--- config.mk ---
export PLATFORM = sky130hd
export DESIGN_NAME = cla_pipe_addsub
export DESIGN_NICKNAME = d
export VERILOG_FILES = /design/src/rtl/cla_pipe_addsub.sv
export SDC_FILE = /design/constraint.sdc
export NUM_CORES = 1
export LEC_CHECK = 0
export CAP_MARGIN = 10
export CORE_MARGIN = 10
export CORE_UTILIZATION = 49
export DETAILED_ROUTE_END_ITERATION = 8
export PLACE_DENSITY_LB_ADDON = 0.15
export SETUP_SLACK_MARGIN = 0.4
export SYNTH_ARGS = -nofsm -noshare
export SYNTH_HDL_FRONTEND = slang
export SYNTH_SLANG_ARGS = --single-unit
--- constraint.sdc ---
create_clock -name clk -period 1.9 [get_ports clk]
set_input_delay 0.285 -clock clk [delete_from_list [all_inputs] [get_ports clk]]
set_output_delay 0.285 -clock clk [all_outputs]
set_load 0.01 [all_outputs]
--- src/rtl/cla_pipe_addsub.sv ---
// Pipelined carry-look-ahead adder/subtractor with status flags.
// The WIDTH-bit operation is split into NSEG = WIDTH/SEG_W segments. Each
// segment is one pipeline stage: it adds its SEG_W-bit slice with a group
// look-ahead carry network, using the carry registered by the previous stage.
// Unprocessed operand slices travel down the pipe with the beat. Each stage
// passes on only the slices still waiting to be added, so the pending operand
// storage shrinks from stage to stage. Finished sum slices are carried forward
// in their final bit positions.
//
// Handshake (valid/ready): a beat moves across an interface exactly in a cycle
// where both valid and ready are high at the rising clock edge. Once out_valid
// is raised, the result and its flags stay stable until out_ready takes it.
// The whole pipe shifts as one unit when advance = !out_valid || out_ready.
// in_ready equals advance, so a result can leave and a new beat can enter in
// the same cycle.
module cla_pipe_addsub #(
    parameter int WIDTH = 16,
    parameter int SEG_W = 4
) (
    input  logic             clk,
    input  logic             rst,
    input  logic             in_valid,
    output logic             in_ready,
    input  logic [WIDTH-1:0] x,
    input  logic [WIDTH-1:0] y,
    input  logic             cin,
    input  logic             sub,
    output logic             out_valid,
    input  logic             out_ready,
    output logic [WIDTH-1:0] z,
    output logic             carry,
    output logic             zero,
    output logic             parity,
    output logic             sign,
    output logic             overflow
);

    localparam int NSEG = WIDTH / SEG_W;
    // Total pending-operand bits over all stage boundaries (each operand).
    localparam int PEND_T = SEG_W * NSEG * (NSEG - 1) / 2;
    localparam int PEND_W = (PEND_T > 0) ? PEND_T : 1;

    // Bit offset of the pending slices written by stage k. Stage k forwards
    // WIDTH-(k+1)*SEG_W bits.
    function automatic int pend_off(input int k);
        int o;
        o = 0;
        for (int j = 0; j < k; j++) begin
            o += WIDTH - (j + 1) * SEG_W;
        end
        return o;
    endfunction

    // One SEG_W-bit group: every carry is expanded directly from generate and
    // propagate terms and the group carry-in, with no ripple between bits.
    // The function returns {carry_out, sum}.
    function automatic logic [SEG_W:0] cla_seg(
        input logic [SEG_W-1:0] a,
        input logic [SEG_W-1:0] b,
        input logic             ci
    );
        logic [SEG_W-1:0] g;
        logic [SEG_W-1:0] p;
        logic [SEG_W:0]   c;
        logic             term;
        g    = a & b;
        p    = a ^ b;
        c    = '0;
        c[0] = ci;
        for (int i = 0; i < SEG_W; i++) begin
            c[i+1] = g[i];
            term   = p[i];
            for (int j = i - 1; j >= 0; j--) begin
                c[i+1] = c[i+1] | (term & g[j]);
                term   = term & p[j];
            end
            c[i+1] = c[i+1] | (term & ci);
        end
        return {c[SEG_W], p ^ c[SEG_W-1:0]};
    endfunction

    // Stage registers (_q) and their next values (_n).
    logic [NSEG-1:0]            v_q, v_n;
    logic [NSEG-1:0]            c_q, c_n;
    logic [NSEG-1:0][WIDTH-1:0] s_q, s_n;
    logic [PEND_W-1:0]          pa_q, pa_n;
    logic [PEND_W-1:0]          pb_q, pb_n;
    logic                       ov_q, ov_n;
    logic                       advance;

    assign advance  = !v_q[NSEG-1] || out_ready;
    assign in_ready = advance;

    for (genvar k = 0; k < NSEG; k++) begin : g_stage
        localparam int WIN = WIDTH - k * SEG_W;

        logic [WIN-1:0]   a_in;
        logic [WIN-1:0]   b_in;
        logic             c_in;
        logic [WIDTH-1:0] s_in;
        logic [SEG_W:0]   r;

        if (k == 0) begin : g_first
            // Subtraction becomes x + ~y + 1. In that mode cin is ignored.
            assign a_in   = x;
            assign b_in   = sub ? ~y : y;
            assign c_in   = sub ? 1'b1 : cin;
            assign s_in   = '0;
            assign v_n[0] = in_valid;
        end else begin : g_next
            assign a_in   = pa_q[pend_off(k-1) +: WIN];
            assign b_in   = pb_q[pend_off(k-1) +: WIN];
            assign c_in   = c_q[k-1];
            assign s_in   = s_q[k-1];
            assign v_n[k] = v_q[k-1];
        end

        assign r      = cla_seg(a_in[SEG_W-1:0], b_in[SEG_W-1:0], c_in);
        assign c_n[k] = r[SEG_W];
        // Bits at and above this slice are still zero in s_in.
        assign s_n[k] = s_in | (WIDTH'(r[SEG_W-1:0]) << (k * SEG_W));

        if (k < NSEG - 1) begin : g_pend
            assign pa_n[pend_off(k) +: WIN-SEG_W] = a_in[WIN-1:SEG_W];
            assign pb_n[pend_off(k) +: WIN-SEG_W] = b_in[WIN-1:SEG_W];
        end else begin : g_last
            // Signed overflow: the operands agree in sign but the result does not.
            assign ov_n = (a_in[SEG_W-1] == b_in[SEG_W-1]) &&
                          (r[SEG_W-1] != a_in[SEG_W-1]);
        end
    end

    // Pipeline registers: the pipe shifts as a whole on advance and is frozen
    // while the output is stalled.
    always_ff @(posedge clk) begin
        if (rst) begin
            v_q  <= '0;
            c_q  <= '0;
            s_q  <= '0;
            pa_q <= '0;
            pb_q <= '0;
            ov_q <= 1'b0;
        end else if (advance) begin
            v_q  <= v_n;
            c_q  <= c_n;
            s_q  <= s_n;
            pa_q <= pa_n;
            pb_q <= pb_n;
            ov_q <= ov_n;
        end
    end

    // Flags are derived from the final stage register. zero is qualified by
    // out_valid, so it reads 0 out of reset even though z is 0.
    assign out_valid = v_q[NSEG-1];
    assign z         = s_q[NSEG-1];
    assign carry     = c_q[NSEG-1];
    assign zero      = out_valid && (s_q[NSEG-1] == '0);
    assign parity    = ^s_q[NSEG-1];
    assign sign      = s_q[NSEG-1][WIDTH-1];
    assign overflow  = ov_q;

endmodule

* Yosys cells after proc, flatten, opt, wreduce, memory -nomap -nowiden
Index checks and enable logic that the tools add are counted.
** Word-level totals
- Register bits :: 109
- Input port bits :: 38
- Output and inout bits :: 23
- Logic and storage cells :: 139
** Cells by class
- Equality and inequality tests :: 2
- Muxes and demuxes :: 2
- Bitwise logic cells :: 120
- Reduce and logical (&&, ||, !) cells :: 6
** Operator list (count)
- bitwise AND 1 bit :: 64
- bitwise OR 1 bit :: 40
- bitwise XOR 4 bit :: 8
- bitwise AND 4 bit :: 4
- zero test 16 bit :: 1
- 2-to-1 mux 16 bit :: 1
- inverter 16 bit :: 1
- bitwise OR 16 x 12 -> 16 bit :: 1
- bitwise OR 16 bit :: 1
- XOR reduction 16 bit :: 1
- bitwise OR 4 x 8 -> 8 bit :: 1
- logical AND 1 bit :: 2
- equality test 1 bit :: 1
- zero test 1 bit :: 1
- logical OR 1 bit :: 1
- 2-to-1 mux 1 bit :: 1
- inequality test 1 bit :: 1

* Logic depth before layout (Yosys ltp)
Gate-level depths: netlist of run 1.
- Depth after elaboration :: 8
- Depth in mapped cells :: 8

* Worst setup path after synthesis of run 1
Ideal clock, no wire load.
- Kind :: input port to flip-flop
- From :: in sub
- To :: reg c_q[0]
- Arrival :: 1.862 ns
- Data required time :: 1.769 ns
- Path slack :: -0.093 ns
- Stages on the path :: 8
- Path buffers :: 2
- Cells stage by stage :: buf_4 > buf_2 > xor2_1 > ha_1 > a21oi_1 > o21ai_2 > a2111oi_0 > nor3_1
** On the way
- Word-level cells in the longest chain between the ends :: 7
** Ends and longest elaborated chain
- from (decl) :: line 27 : input logic sub,
- 2-to-1 mux 16 bit :: line 106 : assign b_in = sub ? ~y : y;
- bitwise XOR 4 bit / bitwise AND 4 bit (equally long branches) :: line 67, 66
- bitwise AND 1 bit (on tied branches) :: line 74, 75
- bitwise OR 1 bit, or another cell as far along (2 in a row) :: line 74 : c[i+1] = c[i+1] | (term & g[j]);
- bitwise OR 1 bit / bitwise AND 1 bit (equally long branches) :: line 74, 77
- bitwise OR 1 bit * :: line 77 : c[i+1] = c[i+1] | (term & ci);
- to (signal assigned) :: line 145 : c_q <= c_n;
- to (decl) :: line 84 : logic [NSEG-1:0] c_q, c_n;
Every way passes the cells marked *; elsewhere a longest branch is shown, timed or not.
A chain may end at the register's enable or synchronous reset.

* Final worst setup path of run 1
- From :: reg s_q, in the netlist z[7]
- To :: out parity
** On the way
- Word-level cells in the longest chain between the ends :: 1
** Ends and longest elaborated chain
- from (decl) :: line 85 : logic [NSEG-1:0][WIDTH-1:0] s_q, s_n;
- from (signal assigned) :: line 146 : s_q <= s_n;
- XOR reduction 16 bit :: line 159 : assign parity = ^s_q[NSEG-1];
- to (decl) :: line 33 : output logic parity,
Every way passes these cells.

==> metrics.cfg, run 1 <==
[status]
status = finished with violations
violations = setup timing

[cells_and_area]
final_cell_area_sq_um = 5800
drive_above_1_share_pct = 24.3
multi_input_area_sq_um = 2420
seq_area_sq_um = 1970
n_antenna_cell = 0
nets = 671
syn2layout_area_growth_pct = 32.7
fillers = 729

[worst_hold_path]
hp-start = rst
min_delay_path_depth = 4
min_path_type = input pin to flop
hold_end = c_q[1]$_SDFFE_PP0P_

[placed_design]
numPortBuffers = 60
place_hpwl_mm = 6.70
globalplace.congestion = 0.775
placed_area_sq_um = 5250

[critical_path]
r2r_slack_ns = 0.42
crit_top_cell = xnor2_1
startpoint_type = flop
critPathMaxFanout = 2
critPathCaptureType = primary output
arrival_ns = 1.65
cpMaxStageDelayCell = dfxtp_2
slowest_delay_ns = 0.34
path_buf_inv = 2
worstRegToRegCells = 5
reg2reg_to = g_stage[1].s_in[3]$_SDFFE_PP0P_
crit_family = XOR/XNOR gates
critical_path_class = flop to primary output
crit_path_cell_trace = inv_2 > ha_4 > xnor2_2 > xnor2_1 > xnor2_1 > buf_2
r2r-start = v_q[3]$_SDFFE_PP0P_
cp.required_ns = 1.62

[cts]
cts-root-buf = clkbuf_8
clk_latency_ns = 0.36
cts_buffer_depth = 2
cts.sinks = 97
cts_tree = built
htreeDepth = 3
cts_made_buffers = 9
path_clk_slew_ns = 0.09

[logic_synthesis]
yosys_warnings = 0
yosys.area.top_type_share_pct = 44.4
synth_area_per_cell_sq_um = 8.36
synth_area_leaders = dfxtp_1 44%, nand2_1 12%, a21oi_1 8.0%, ha_1 6.9%, xnor2_1 4.2%
ys_dominant_reg_cell = dfxtp_1
async_flop_share_pct = 0
syn_inst = 523
syn-cell-area_sq_um = 4370
synth.most_common_cell = nand2_1
syn_nets = 589
synth_cell_types = 40
synth_top_area_cell = dfxtp_1
ys_seq_elements = 97
synth_common_cells = 140 x nand2_1, 97 x dfxtp_1, 70 x a21oi_1
ys_seq_area_share_pct = 44.4
synth_edf_count = 0

[detailed_routing]
drtPass1Iterations = 4
drcViolationCount = 0
routedWlPerCell_microns = 14.2
vias_per_cell = 5.17
drt_wl_total_mm = 10.2
ant_nets = 0
vias = 3710
drtIter0Drc = 191

[grt]
grt.total_usage_pct = 15.5
grt_pass1_vias = 3710
grt_pass1_wl_mm = 17.1
grt_max_degree = 86
overflow = 0
antenna_found_initial = 0

[sta]
slew_headroom_pct = 75.7
post-route-period-util_pct = 102
worst_pin_slew_ns = 0.362
drv_slew = 0
fmaxAchievable_mhz = 516
layout_setup_ws_ns = -0.0394
finalSetupViolCount = 1
fin_skew_ns = 0.0144
grt_setup_unrepaired = true
final-hold-violation-count = 0
tns_ns = -0.0394
min_period_ns = 1.94

[floorplanning]
coreArea_sq_um = 8720
die_width_microns = 114
start_util_pct = 50.1
die-area_sq_um = 13100
die_h_microns = 114
io_pins = 61
num_rows = 34

[power]
irDropWorstVdd_uv = 351
p_per_area_nw_per_um2 = 756
power.leakage_nw = 2.37

[flow_run]
maxCapViolations = 0

[timing repair]
item	in CTS	in global routing
setup buffers	9	4
hold endpoints to repair	0	0
pin swaps	26	21
hold buffers	0	0
endpoints found under the setup margin	53	20
gates resized for setup	78	27
[state kept, by name, indices dropped and copies added (netlist names)]
register,count
g_stage.s_in,24
pa_q,24
pb_q,24
z,16
c_q,4
v_q,4
overflow,1
[final cells by class]
type | count | share of cell area (%)
flip-flops and latches | 97 | 33.9
clock buffers | 10 | 2.37
well taps | 108 | 2.33
repair buffers | 108 | 17.1
inverters | 20 | 1.34
clock inverters | 5 | 1.10
multi-input cells | 369 | 41.8
[worst max path at each step]
stage	startpoint	to	slack (ns)	cells past startpoint
after CTS	z[3]$_SDFFE_PP0P_	parity	-0.02	6
after global placement	sub	c_q[0]$_SDFFE_PP0P_	-0.12	8
after global routing	z[6]$_SDFFE_PP0P_	parity	-0.12	6
final	z[7]$_SDFFE_PP0P_	parity	-0.04	6
after floorplan	sub	c_q[0]$_SDFFE_PP0P_	0.18	8
after detailed placement	sub	c_q[0]$_SDFFE_PP0P_	-0.19	8
[worst min-delay path, stage by stage]
cell,delay [ns]
buf_2,0.13
inv_2,0.14
o21ai_1,0.12
a21oi_1,0.04
[cells by family after synthesis]
group                      synth area share [%]
buffers and inverters                      6.04
xor gates and xnor gates                   5.61
DFF                                        44.4
and+or+nand+nor                            19.1
AOI/OAI and AO/OA                          15.9
muxes                                     0.229
adders and majority gates                  8.70
[metrics by stage]
step                      hold slack [ns]  setup WS (ns)  cells  power, mW  util (%)
after global routing                0.417         -0.120    717       4.61      66.5
final                               0.404        -0.0394    717       4.38      66.5
after global placement              0.439         -0.117    689       2.94      60.2
after CTS                           0.398        -0.0177    713       4.35      64.7
after detailed placement            0.444         -0.192    689       2.97      60.2
after floorplan                     0.425          0.185    523       2.70         -
[per-layer routing]
metal | part of all wire, % | up-vias | track usage [%] | wire, microns
li1 | - | 1909 | - | -
met1 | 45 | 1705 | 20.2 | 4600
met2 | 47 | 87 | 24.7 | 4820
met3 | 6.4 | 9 | 3.98 | 655
met4 | 1.3 | 0 | 4.76 | 128
met5 | 0 | - | 0 | 0
[report_power, final]
group	leakage (nW)	switching [mW]	total, mW	internal, mW
combinational	1.46	0.360	0.774	0.414
clock	0.0994	0.712	1.36	0.649
sequential	0.807	0.0791	2.25	2.17
[placed cells by master (no fill, tap or decap), drive strengths merged, types with 2 or more instances in the layout]
cell / count
xor2: 7
xnor2: 21
buf: 52
clkbuf: 11
o41ai: 2
a31oi: 3
dlygate4sd2: 21
nor4: 2
inv: 22
nor4b: 4
a211oi: 20
clkdlybuf4s50: 29
nand4b: 2
dlymetal6s2s: 3
ha: 24
o21ai: 10
clkdlybuf4s15: 2
o211ai: 3
a21oi: 70
nor3: 7
dfxtp: 97
fa: 4
nor3b: 3
nor2: 33
nand2: 140
nand4: 2
nand3: 5
Power figures use the tool's default switching activity.
==> inputs of run 2 (changes only) <==
--- a/config.mk
+++ b/config.mk
@@ -9,8 +9,10 @@
 export CORE_MARGIN = 10
 export CORE_UTILIZATION = 49
 export DETAILED_ROUTE_END_ITERATION = 8
+export GPL_ROUTABILITY_DRIVEN = 1
 export PLACE_DENSITY_LB_ADDON = 0.15
 export SETUP_SLACK_MARGIN = 0.4
+export SLEW_MARGIN = 20
 export SYNTH_ARGS = -nofsm -noshare
 export SYNTH_HDL_FRONTEND = slang
 export SYNTH_SLANG_ARGS = --single-unit
==> results of run 2 <==
Final layout, timing and power as in run 1 (identical DEF).
